===== src/rtl/ci_dispatch.sv =====
// ---------------------------------------------------------------------------
// ci_dispatch
//
// Front end for the Nios II custom-instruction port. One CPU CI request is
// routed to one of NUM_SLAVES CI slaves. n[7:6] selects the slave and n[5:0]
// is forwarded to it as the sub-opcode. The dispatcher registers the operands,
// pulses the slave's start, waits for its done and returns the result to the
// CPU with a one-cycle done pulse.
//
// Optional feature (macro CI_DISPATCH_TIMEOUT_EN):
//   When the macro is defined, a watchdog counts enabled BUSY cycles. After
//   TIMEOUT cycles without the selected slave's done, the request is aborted
//   with TIMEOUT_RESULT and err is set. When the macro is undefined, BUSY
//   waits indefinitely.
//
// Parameters:
//   NUM_SLAVES     number of attached CI slaves (1..4)
//   TIMEOUT        enabled BUSY cycles before a watchdog abort (>= 2)
//   TIMEOUT_RESULT result returned on a watchdog abort
//
// Ports:
//   clk       in   system clock
//   reset_n   in   asynchronous active-low reset
//   clk_en    in   CPU CI clock enable; qualifies every state update
//   start     in   CPU CI start, one-cycle pulse
//   n         in   CPU CI opcode: [7:6] slave select, [5:0] sub-opcode
//   dataa     in   operand A
//   datab     in   operand B
//   result    out  CPU CI result, valid while done=1 and held afterwards
//   done      out  CPU CI done, one-cycle pulse
//   s_start   out  per-slave start pulse
//   s_n       out  sub-opcode to the slaves, {2'b00, n[5:0]}
//   s_dataa   out  registered operand A to the slaves
//   s_datab   out  registered operand B to the slaves
//   s_result  in   slave results, slave i at [32*i+31:32*i]
//   s_done    in   per-slave done
//   err       out  sticky error flag (bad select or watchdog abort)
// ---------------------------------------------------------------------------
module ci_dispatch #(
  parameter int          NUM_SLAVES     = 4,
  parameter int          TIMEOUT        = 64,
  parameter logic [31:0] TIMEOUT_RESULT = 32'hDEADBEEF
) (
  input  logic                       clk,
  input  logic                       reset_n,
  input  logic                       clk_en,
  input  logic                       start,
  input  logic [7:0]                 n,
  input  logic [31:0]                dataa,
  input  logic [31:0]                datab,
  output logic [31:0]                result,
  output logic                       done,
  output logic [NUM_SLAVES-1:0]      s_start,
  output logic [7:0]                 s_n,
  output logic [31:0]                s_dataa,
  output logic [31:0]                s_datab,
  input  logic [32*NUM_SLAVES-1:0]   s_result,
  input  logic [NUM_SLAVES-1:0]      s_done,
  output logic                       err
);

  // Elaboration-time guards on the parameter ranges.
  if (NUM_SLAVES < 1 || NUM_SLAVES > 4) begin : g_bad_num_slaves
    $error("ci_dispatch: NUM_SLAVES must be in 1..4");
  end
  if (TIMEOUT < 2) begin : g_bad_timeout
    $error("ci_dispatch: TIMEOUT must be >= 2");
  end

  typedef enum logic [1:0] {
    IDLE  = 2'd0,
    ISSUE = 2'd1,
    BUSY  = 2'd2,
    RESP  = 2'd3
  } state_t;

  state_t                  r_state;
  state_t                  w_state_nxt;

  logic [1:0]              r_sel;
  logic [7:0]              r_s_n;
  logic [31:0]             r_dataa;
  logic [31:0]             r_datab;
  logic [31:0]             r_result;
  logic                    r_err;

  logic                    w_sel_ok;
  logic [NUM_SLAVES-1:0]   w_sel_oh;
  logic [31:0]             w_sel_result;
  logic                    w_sel_done;
  logic                    w_accept;
  logic                    w_timeout;

  // Range check on the incoming select; widened so NUM_SLAVES=4 fits.
  assign w_sel_ok = ({1'b0, n[7:6]} < 3'(NUM_SLAVES));
  assign w_accept = (r_state == IDLE) && start;

  // Decode the latched select into a one-hot mask and pick that slave's
  // result. Looping over the existing slaves only keeps every index in range
  // even when NUM_SLAVES < 4.
  always_comb begin
    w_sel_oh     = '0;
    w_sel_result = '0;
    for (int i = 0; i < NUM_SLAVES; i++) begin
      if (r_sel == 2'(i)) begin
        w_sel_oh[i]  = 1'b1;
        w_sel_result = s_result[32*i +: 32];
      end
    end
  end

  // Done bits of unselected slaves are masked off here.
  assign w_sel_done = |(s_done & w_sel_oh);

`ifdef CI_DISPATCH_TIMEOUT_EN
  localparam int CNT_W = $clog2(TIMEOUT + 1);

  logic [CNT_W-1:0] r_wdog;

  // The abort fires on the enabled BUSY cycle in which the count would reach
  // TIMEOUT, so exactly TIMEOUT BUSY cycles elapse before RESP.
  assign w_timeout = (r_wdog == CNT_W'(TIMEOUT - 1));

  always_ff @(posedge clk or negedge reset_n) begin
    if (!reset_n) begin
      r_wdog <= '0;
    end else if (clk_en) begin
      if (r_state == ISSUE) begin
        r_wdog <= '0;
      end else if (r_state == BUSY && !w_sel_done) begin
        r_wdog <= r_wdog + 1'b1;
      end
    end
  end
`else
  assign w_timeout = 1'b0;
`endif

  // State register
  always_ff @(posedge clk or negedge reset_n) begin
    if (!reset_n) begin
      r_state <= IDLE;
    end else if (clk_en) begin
      r_state <= w_state_nxt;
    end
  end

  // Next-state logic. A slave done seen in ISSUE is ignored: the slave has
  // not sampled its start yet, so it cannot be answering this request.
  always_comb begin
    w_state_nxt = r_state;
    case (r_state)
      IDLE: begin
        if (start) begin
          w_state_nxt = w_sel_ok ? ISSUE : RESP;
        end
      end
      ISSUE: begin
        w_state_nxt = BUSY;
      end
      BUSY: begin
        if (w_sel_done || w_timeout) begin
          w_state_nxt = RESP;
        end
      end
      RESP: begin
        w_state_nxt = IDLE;
      end
      default: begin
        w_state_nxt = IDLE;
      end
    endcase
  end

  // Request capture, result capture and the sticky error flag.
  always_ff @(posedge clk or negedge reset_n) begin
    if (!reset_n) begin
      r_sel    <= '0;
      r_s_n    <= '0;
      r_dataa  <= '0;
      r_datab  <= '0;
      r_result <= '0;
      r_err    <= 1'b0;
    end else if (clk_en) begin
      if (w_accept) begin
        r_sel   <= n[7:6];
        r_s_n   <= {2'b00, n[5:0]};
        r_dataa <= dataa;
        r_datab <= datab;
        if (!w_sel_ok) begin
          r_result <= '0;
          r_err    <= 1'b1;
        end
      end
      if (r_state == BUSY) begin
        // A real answer wins over an abort arriving in the same cycle.
        if (w_sel_done) begin
          r_result <= w_sel_result;
        end else if (w_timeout) begin
          r_result <= TIMEOUT_RESULT;
          r_err    <= 1'b1;
        end
      end
    end
  end

  // Pulses are suppressed while clk_en is low so a frozen FSM never
  // re-signals; they reappear on the next enabled cycle.
  assign done    = clk_en && (r_state == RESP);
  assign s_start = (clk_en && (r_state == ISSUE)) ? w_sel_oh : '0;

  assign result  = r_result;
  assign s_n     = r_s_n;
  assign s_dataa = r_dataa;
  assign s_datab = r_datab;
  assign err     = r_err;

endmodule


===== config.mk =====
export PLATFORM = sky130hd
export DESIGN_NAME = ci_dispatch
export DESIGN_NICKNAME = d
export VERILOG_FILES = /design/src/rtl/ci_dispatch.sv
export SDC_FILE = /design/constraint.sdc
export NUM_CORES = 1
export LEC_CHECK = 0
export CORE_MARGIN = 4
export CORE_UTILIZATION = 38
export CTS_BUF_LIST = sky130_fd_sc_hd__clkbuf_8
export DETAILED_ROUTE_END_ITERATION = 7
export GPL_ROUTABILITY_DRIVEN = 1
export PLACE_DENSITY = 0.83
export SLEW_MARGIN = 0
export SYNTH_ARGS = -nofsm -noshare
export SYNTH_HDL_FRONTEND = slang
export SYNTH_SLANG_ARGS = --single-unit

===== constraint.sdc =====
create_clock -name clk -period 2.2 [get_ports clk]
set_input_delay 0.33 -clock clk [delete_from_list [all_inputs] [get_ports clk]]
set_output_delay 0.33 -clock clk [all_outputs]
set_load 0.01 [all_outputs]

==> results of run 1 <==
-- registers in the layout, summed over array words and instances, names as in the netlist --
| name | flops |
|---|---|
| r_sel | 2 |
| r_state | 2 |
| result | 32 |
| s_dataa | 32 |
| s_datab | 32 |
| s_n | 6 |
-- synth_stat cells, types with 2 or more instances --
master | instances | area (um^2)
mux4_1 | 3 | 78.83
buf_6 | 4 | 45.04
dfrtp_1 | 106 | 2653
mux2_4 | 20 | 300.3
buf_2 | 9 | 45.04
buf_4 | 5 | 37.54
mux4_2 | 29 | 653.1
nor3_1 | 2 | 10.01
ha_1 | 5 | 62.56
nand3_1 | 3 | 15.01
mux2_2 | 86 | 968.4
clkbuf_1 | 2 | 7.510
nor2_1 | 3 | 11.26
inv_1 | 4 | 15.01
-- final cells by class --
type                       count  share of cell area (%)
sequential                   106                   30.99
tap                          172                   2.513
clock buffer                   9                   1.446
timing repair buffer         327                   38.36
clock inverter                 7                  0.8035
multi-input combinational    162                   25.71
inverter                       4                  0.1753
-- worst max path at each step --
| stage | from | endpoint | slack (ps) | cells past startpoint |
|---|---|---|---|---|
| 6_report | clk_en | done | 180 | 3 |
| 3_3_place_gp | clk_en | s_start[0] | 100 | 4 |
| 3_5_place_dp | clk_en | s_start[0] | 60 | 4 |
| 5_1_grt | r_state[1] | s_start[0] | 110 | 5 |
| 2_1_floorplan | r_state[0] | result[10] | 460 | 7 |
| 4_1_cts | clk_en | done | 180 | 3 |
-- power by group --
part | internal [mW] | switching (mW) | leakage (nW)
Clock | 0.525 | 0.654 | 0.101
Combinational | 3.57 | 1.98 | 2.20
Sequential | 2.94 | 0.585 | 1.27
-- logic make-up (layout without fill, tap and decap cells) --
family | after synthesis | count (layout) | synth area share (%)
AOI/OAI and AO/OA | 4 | 4 | 1.028
adders and majority gates | 5 | 5 | 1.254
buffers and inverters | 25 | 347 | 3.085
DFF | 106 | 106 | 53.17
muxes | 139 | 139 | 40.31
other | 1 | 3 | 0.07517
and+or+nand+nor | 11 | 11 | 1.078
-- metrics by stage --
| step | util [%] | area [um^2] | hold slack (ps) |
|---|---|---|---|
| global route | 67.32 | 8564 | 510.6 |
| finish | 67.32 | 8564 | 471.9 |
| floorplan | - | 4996 | 34.41 |
| detailed placement | 65.77 | 8367 | 348.9 |
| global placement | 65.77 | 8367 | 337.3 |
| CTS | 67.32 | 8564 | 474.9 |
-- what timing repair did --
item | in CTS | in global routing
gates resized for setup | 4 | 0
hold endpoints to repair | 38 | 0
hold buffers | 1 | 0
setup buffers | 0 | 0
endpoints found under the setup margin | 4 | 0
-- routing by layer --
layer	track usage, %	wire length, um	vias to the layer above
li1	-	-	1720
met1	21.95	5258	1881
met2	38.68	8520	214
met3	6.267	1514	28
met4	8.397	472	0
met5	0	0	-
==> metrics.txt, run 1 <==
run status=complete, no violations; Chip Width=between 100 and 150 um; RSZ-0062 raised after global routing=false; max-cap violations=0; count of synthesis-stage warnings from yosys=0; Post-synth EDFFs=0; time the final worst path needs with I/O delays and setup=around 2000 ps; final setup TNS=0 ps; Buffers & Inverters on Critical Path=2; critical register-to-register path startpoint=r_state[0]; maximum clock frequency=approximately 500 MHz; Detailed Route WL=between 15000 and 20000 um; number of H-tree levels=3; half-perimeter wire length after detailed placement=between 10000 and 15000 um; CP Launch Type=primary input; worst reg2reg setup slack=~260 ps; detailed-route vias per instance=4.883; Core Rows=41; height of the die=around 120 um; I/O pin count=roughly 320; Area Overhead vs Synth=71.68%; diode insertion count for antenna repair=0; flops & latches, synth=106; initial antenna violation count=0; worst stage delay on the critical path=630 ps; Die Outline Area=about 0.015 mm^2; CP dominant cell by count=clkdlybuf4s50_1; global-route wire length before repair=23580 um; number of hold violations in the final report=0; total of endpoints with negative setup slack in the final report=0; capture point of the worst reg-to-reg path=result[12]; unique cell type count in the Yosys netlist=24; post-route setup slack=around 180 ps; most used cells in the layout excluding fill and tap cells=clkdlybuf4s50_1, dfrtp_1, mux2_2; routed length per instance=around 20 um; violation count after the first detailed-route iteration=approximately 150; IR drop worst, VDD=around 580 uV; # placed instances=770; crit path max fanout=7; largest net degree at the start of global routing=slightly below 60; final cycle utilization of the critical path=91.73%; reg2reg path depth=7; clock tree skew after final layout=between 10 and 15 ps; clock tree from TritonCTS=done; area taken by flip-flops and latches=roughly 0.0027 mm^2; final-stage net count=between 800 and 900; final max-slew violation count=0; CP Data Arrival Time=~1700 ps; worst setup path category=primary input to primary output; input/output buffers=between 300 and 400; Mean Syn Cell Area=17.14 um^2; tightest slew margin relative to the limit=between 60% and 70%; area of the placeable core=around 0.013 mm^2; Clock transition at path regs=110 ps; GRT Total Usage=20.86%; Post-Synthesis Cell Area=0.004989 mm^2; number of standard cells after synthesis=291; cells along the critical path=clkdlybuf4s50_1 > and2_1 > clkdlybuf4s50_1; Root Driver=clkbuf_8; crit path max-delay cell type=clkdlybuf4s50_1; starting utilization of the core area=39.21%; Total Power Consumption=~10 mW; required arrival time at the worst endpoint=1870 ps; final weighted congestion of routability-driven global placement=just over 0.8; ratio of cells with drive above 1 in the final layout=a little over a quarter; via count=3843; setup slack at placement=62.91 ps; share of synthesized area occupied by flip-flops and latches=a little over half; power density over the cells=1197 mW/mm^2; class of the most critical hold timing path=primary input to async pin; Final Non-Filler Cells=a little under 800; kind of cell with the highest combined delay on the critical path=buffers and inverters; Post-synth ARST share=100.0%; primary flip-flop cell chosen by synthesis mapping=dfrtp_1; leakage power=between 3 and 4 nW; latest clock arrival within the worst-skew pair=roughly 360 ps; number of detailed-route iterations in the first pass=4; number of inserted filler cells in the final layout=~900; number of nets with antenna violations after detailed routing=0; commonest non-fill, non-tap cell in the layout=clkdlybuf4s50_1; sinks on the clock net=106; number of DRC violations after detailed routing=0; CTS Buf Count=9; Remaining Overflow, GRT=0; worst-margin pin slew=around 540 ps; nature of the critical path endpoint=primary output; clock tree buffer depth=2; footprint of the multi-input gates=about 0.0022 mm^2; via count of the first global-routing pass=approximately 4400
(Power assumes the default switching activity.)
==> run 2, diff against run 1 <==
- SETUP_SLACK_MARGIN: not set -> 0.4
==> metrics.txt, run 2 (synthesized netlist as in run 1, its figures left out) <==
number of H-tree levels=3 (unchanged); fraction of power spent switching nets=31.62% (was 31.39%); Total Power Consumption=10.87 mW (was 10.25 mW); leakage power=3.758 nW (was 3.570 nW); Area Overhead vs Synth=78.40% (was 71.68%); worst setup path category=flop to flop (was primary input to primary output); clock tree skew after final layout=10.42 ps (was 11.80 ps); maximum clock frequency=533.7 MHz (was 495.5 MHz); routed length per instance=20.89 um (was 20.03 um); worst stage delay on the critical path=510 ps (was 630 ps); I/O pin count=318 (unchanged); starting utilization of the core area=39.21% (unchanged); CP Data Arrival Time=2120 ps (was 1690 ps); Clock transition at path regs=110 ps (about the same); number of detailed-route iterations in the first pass=4 (unchanged); input/output buffers=314 (unchanged); via count of the first global-routing pass=4479 (was 4368); class of the most critical hold timing path=primary input to async pin (unchanged); via count=3943 (was 3843); largest net degree at the start of global routing=58 (unchanged); area of the placeable core=0.01272 mm^2 (unchanged); RSZ-0062 raised after global routing=true (was false); violation count after the first detailed-route iteration=158 (was 147); relative contribution of sequential cells to total power=32.6% (was 34.3%); number of nets with antenna violations after detailed routing=0 (unchanged); Core Rows=41 (unchanged); number of DRC violations after detailed routing=0 (unchanged); CP Launch Type=flop (was primary input); CTS Buf Count=9 (unchanged); Chip Width=122.6 um (unchanged); worst-margin pin slew=544.5 ps (was 540.8 ps); footprint of the multi-input gates=0.002327 mm^2 (was 0.002202 mm^2); final weighted congestion of routability-driven global placement=0.8130 (unchanged); initial antenna violation count=0 (unchanged); proportion of power drawn by the clock network=10.9% (was 11.5%); post-route setup slack=326.4 ps (was 182.0 ps); final max-slew violation count=0 (unchanged); Internal Power=7.433 mW (was 7.035 mW); Die Outline Area=0.01502 mm^2 (unchanged); half-perimeter wire length after detailed placement=13100 um (unchanged); setup slack at placement=62.91 ps (unchanged); diode insertion count for antenna repair=0 (unchanged); latest clock arrival within the worst-skew pair=360 ps (about the same); total of endpoints with negative setup slack in the final report=0 (unchanged); combinational share of power=56.6% (was 54.2%); Remaining Overflow, GRT=0 (unchanged); crit path max fanout=8 (was 7); clock tree from TritonCTS=done (unchanged); switching power=3.437 mW (was 3.218 mW); Root Driver=clkbuf_8 (unchanged); clock tree buffer depth=2 (unchanged); final setup TNS=0 ps (unchanged); IR drop worst, VDD=572.9 uV (was 580.2 uV); area taken by flip-flops and latches=0.002655 mm^2 (was 0.002654 mm^2); most used cells in the layout excluding fill and tap cells=clkdlybuf4s50_1, dfrtp_1, mux2_2 (unchanged); time the final worst path needs with I/O delays and setup=1874 ps (was 2018 ps); power density over the cells=1221 mW/mm^2 (was 1197 mW/mm^2); final-stage net count=839 (was 823); global-route wire length before repair=24430 um (was 23580 um); number of hold violations in the final report=0 (unchanged); GRT Total Usage=21.73% (was 20.86%); run status=complete, no violations (unchanged); tightest slew margin relative to the limit=63.70% (was 63.94%); sinks on the clock net=106 (unchanged); nature of the critical path endpoint=flop (was primary output); kind of cell with the highest combined delay on the critical path=multiplexers (was buffers and inverters); commonest non-fill, non-tap cell in the layout=clkdlybuf4s50_1 (unchanged); max-cap violations=0 (unchanged); number of inserted filler cells in the final layout=900 (was 924); final cycle utilization of the critical path=85.16% (was 91.73%); cells along the critical path=mux2_4 > a41oi_4 > buf_12 > clkbuf_16 > mux2_4 (was clkdlybuf4s50_1 > and2_1 > clkdlybuf4s50_1); Buffers & Inverters on Critical Path=2 (unchanged); Detailed Route WL=16770 um (was 15760 um); crit path max-delay cell type=dfrtp_2 (was clkdlybuf4s50_1); detailed-route vias per instance=4.910 (was 4.883); CP dominant cell by count=mux2_4 (was clkdlybuf4s50_1); height of the die=122.6 um (unchanged); required arrival time at the worst endpoint=2440 ps (was 1870 ps); ratio of cells with drive above 1 in the final layout=31.38% (was 26.99%)
run 2: changes by cell type in the layout (fill, tap and decap cells not counted), sizes merged:
cell	before	now
clkdlybuf4s50	309	307
buf	13	30
dlygate4sd2	4	1
clkbuf	9	13
run 2: worst reg2reg max path, delay by kind of cell (launching register included):
| family | cells | cell delay (ps) |
|---|---|---|
| buffers and inverters | 2 | 340 |
| AOI/OAI and AO/OA | 1 | 240 |
| DFF | 1 | 510 |
| muxes | 2 | 670 |
run 2: worst paths after layout:
check,start,end,slack [ps],depth (start not counted)
worst min-delay path,reset_n,s_datab[1],470,2
worst max register to register,r_sel[0],result[23],330,5
worst min register to register,s_datab[8],s_datab[8],510,1
min in group clk,s_datab[8],s_datab[8],510,1
max in group asynchronous,reset_n,s_datab[4],1020,3
worst max-delay path,r_sel[0],result[23],330,5
run 2: power groups by stage:
| stage | sequential (mW) | clock (mW) | combinational, mW |
|---|---|---|---|
| after floorplan | 3.90 | 0 | 2.31 |
| after global placement | 3.49 | 0 | 5.51 |
| after detailed placement | 3.55 | 0 | 5.65 |
| after CTS | 3.53 | 1.22 | 5.88 |
| after global routing | 3.67 | 1.28 | 6.50 |
| final | 3.54 | 1.18 | 6.15 |
run 2: metal layers:
layer  track usage, %  wire length [um]  vias to the layer above
li1                 -                 -                     1752
met1            22.45              5721                     1961
met2            40.98              9116                      201
met3            6.313              1414                       29
met4            8.607               519                        0
met5                0                 0                        -
run 2: stage by stage:
stage | std cells | area [um^2] | hold WS [ps] | util [%]
after floorplan | 293 | 4996 | 34.41 | -
after global placement | 770 | 8367 | 337.3 | 65.77
after detailed placement | 770 | 8367 | 348.9 | 65.77
after CTS | 794 | 8716 | 474.9 | 68.51
after global routing | 803 | 8900 | 510.7 | 69.95
final | 803 | 8900 | 472.8 | 69.95
run 2: area by class of cell:
| class | count | area share, % |
|---|---|---|
| well taps | 172 | 2.418 |
| clock buffers | 9 | 1.392 |
| clock inverters | 7 | 0.7732 |
| multi-input cells | 162 | 26.15 |
| flip-flops and latches | 106 | 29.83 |
| repair buffers | 343 | 39.27 |
| inverters | 4 | 0.1687 |
run 2: what timing repair did:
action,CTS,global route
setup buffers,4,8
endpoints found under the setup margin,37,84
hold buffers,1,0
hold endpoints to repair,38,0
gates resized for setup,17,36
gates cloned,3,1
pin swaps,0,6
==> run 3, diff against run 2 <==
- CTS_CLUSTER_SIZE: not set -> 16
- TNS_END_PERCENT: not set -> 1
==> metrics.txt, run 3 (synthesized netlist as in run 1, its figures left out) <==
routed length per instance=20.40 um (was 20.89 um); detailed-route vias per instance=4.891 (was 4.910); final weighted congestion of routability-driven global placement=0.8130 (unchanged); sinks on the clock net=106 (unchanged); area taken by flip-flops and latches=0.002655 mm^2 (unchanged); leakage power=3.639 nW (was 3.758 nW); Worst Setup SP=r_state[0] (was r_sel[0]); number of H-tree levels=3 (unchanged); largest net degree at the start of global routing=58 (unchanged); post-route setup slack=327.2 ps (was 326.4 ps); final-stage net count=833 (was 839); class of the most critical hold timing path=primary input to async pin (unchanged); final max-slew violation count=0 (unchanged); fraction of the core area covered by cells at the end of the flow=68.64% (was 69.95%); number of nets with antenna violations after detailed routing=0 (unchanged); tightest slew margin relative to the limit=63.90% (was 63.70%); half-perimeter wire length after detailed placement=13100 um (unchanged); via count of the first global-routing pass=4368 (was 4479); CTS Buf Count=9 (unchanged); commonest non-fill, non-tap cell in the layout=clkdlybuf4s50_1 (unchanged); setup slack at placement=62.91 ps (unchanged); Chip Width=122.6 um (unchanged); GRT Total Usage=20.86% (was 21.73%); max-cap violations=0 (unchanged); critical register-to-register path startpoint=r_state[0] (was r_sel[0]); starting utilization of the core area=39.21% (unchanged); final cycle utilization of the critical path=85.13% (was 85.16%); crit path max fanout=3 (was 8); via count=3898 (was 3943); clock tree skew after final layout=11.24 ps (was 10.42 ps); number of DRC violations after detailed routing=0 (unchanged); maximum clock frequency=534.0 MHz (was 533.7 MHz); worst setup path category=flop to flop (unchanged); total of endpoints with negative setup slack in the final report=0 (unchanged); area of the placeable core=0.01272 mm^2 (unchanged); worst-margin pin slew=541.6 ps (was 544.5 ps); Clock transition at path regs=110 ps (about the same); IR drop worst, VDD=623.9 uV (was 572.9 uV); Detailed Route WL=16260 um (was 16770 um); height of the die=122.6 um (unchanged); Die Outline Area=0.01502 mm^2 (unchanged); final setup TNS=0 ps (unchanged); input/output buffers=314 (unchanged); time the final worst path needs with I/O delays and setup=1873 ps (was 1874 ps); clock tree from TritonCTS=done (unchanged); Remaining Overflow, GRT=0 (unchanged); Root Driver=clkbuf_8 (unchanged); CP Launch Type=flop (unchanged); number of hold violations in the final report=0 (unchanged); most used cells in the layout excluding fill and tap cells=clkdlybuf4s50_1, dfrtp_1, mux2_2 (unchanged); ratio of cells with drive above 1 in the final layout=30.40% (was 31.38%); number of inserted filler cells in the final layout=913 (was 900); global-route wire length before repair=23580 um (was 24430 um); violation count after the first detailed-route iteration=154 (was 158); power density over the cells=1205 mW/mm^2 (was 1221 mW/mm^2); RSZ-0062 raised after global routing=true (unchanged); footprint of the multi-input gates=0.002251 mm^2 (was 0.002327 mm^2); number of detailed-route iterations in the first pass=4 (unchanged); nature of the critical path endpoint=flop (unchanged); required arrival time at the worst endpoint=2450 ps (was 2440 ps); Core Rows=41 (unchanged); run status=complete, no violations (unchanged); clock tree buffer depth=2 (unchanged); initial antenna violation count=0 (unchanged); CP Data Arrival Time=2120 ps (about the same); I/O pin count=318 (unchanged); diode insertion count for antenna repair=0 (unchanged); latest clock arrival within the worst-skew pair=360 ps (about the same); Area Overhead vs Synth=75.04% (was 78.40%)
## run 3: metal layers
layer  global-route usage (%)  vias to the layer above  wire [um]
met2                    38.68                      217       8778
met5                        0                        -          0
met4                    8.397                        0        486
met3                    6.267                       29       1477
li1                         -                     1742          -
met1                    21.95                     1910       5519
## run 3: worst max-delay path, cell delays in order, from the launching register on
cell and delay, ps:
dfrtp_1 380, inv_1 120, ha_1 260, inv_1 80
o21ai_0 120, a311oi_1 430, mux2_2 380
## run 3: report_power, final
| group | switching [mW] | total [mW] | internal (mW) |
|---|---|---|---|
| Sequential | 0.579 | 3.52 | 2.94 |
| Combinational | 2.08 | 5.83 | 3.74 |
| Clock | 0.658 | 1.18 | 0.525 |
| Total | 3.32 | 10.5 | 7.20 |
## run 3: final timing paths
path	end	slack (ps)	depth (start not counted)
worst max-delay path	r_state[1]	330	6
worst min-delay path	s_datab[2]	470	2
worst max register to register	r_state[1]	330	6
worst min register to register	s_datab[8]	510	1
max in group asynchronous	s_datab[4]	1020	3
min in group clk	s_datab[8]	510	1
## run 3: what timing repair did
item | CTS | global route
resized for setup | 6 | 22
endpoints found under the setup margin | 37 | 42
pin swaps | 0 | 1
hold endpoints to repair | 38 | 0
hold buffers | 1 | 0
buffers inserted | 0 | 7
cloned | 0 | 3
## run 3: layout make-up
| cell class | count | share of cell area [%] |
|---|---|---|
| Clock buffer | 9 | 1.419 |
| Inverter | 4 | 0.1719 |
| Clock inverter | 7 | 0.7881 |
| Tap cell | 172 | 2.465 |
| Sequential cell | 106 | 30.41 |
| Multi-Input combinational cell | 162 | 25.78 |
| Timing Repair Buffer | 337 | 38.97 |
## run 3: stage by stage
step	hold WS, ps	area (um^2)	power (mW)	cells
final	472.9	8732	10.53	797
after global routing	510.5	8732	11.10	797
after CTS	474.9	8562	10.40	787
after detailed placement	348.9	8367	9.204	770
after global placement	337.3	8367	9.006	770
after floorplan	34.41	4996	6.201	293
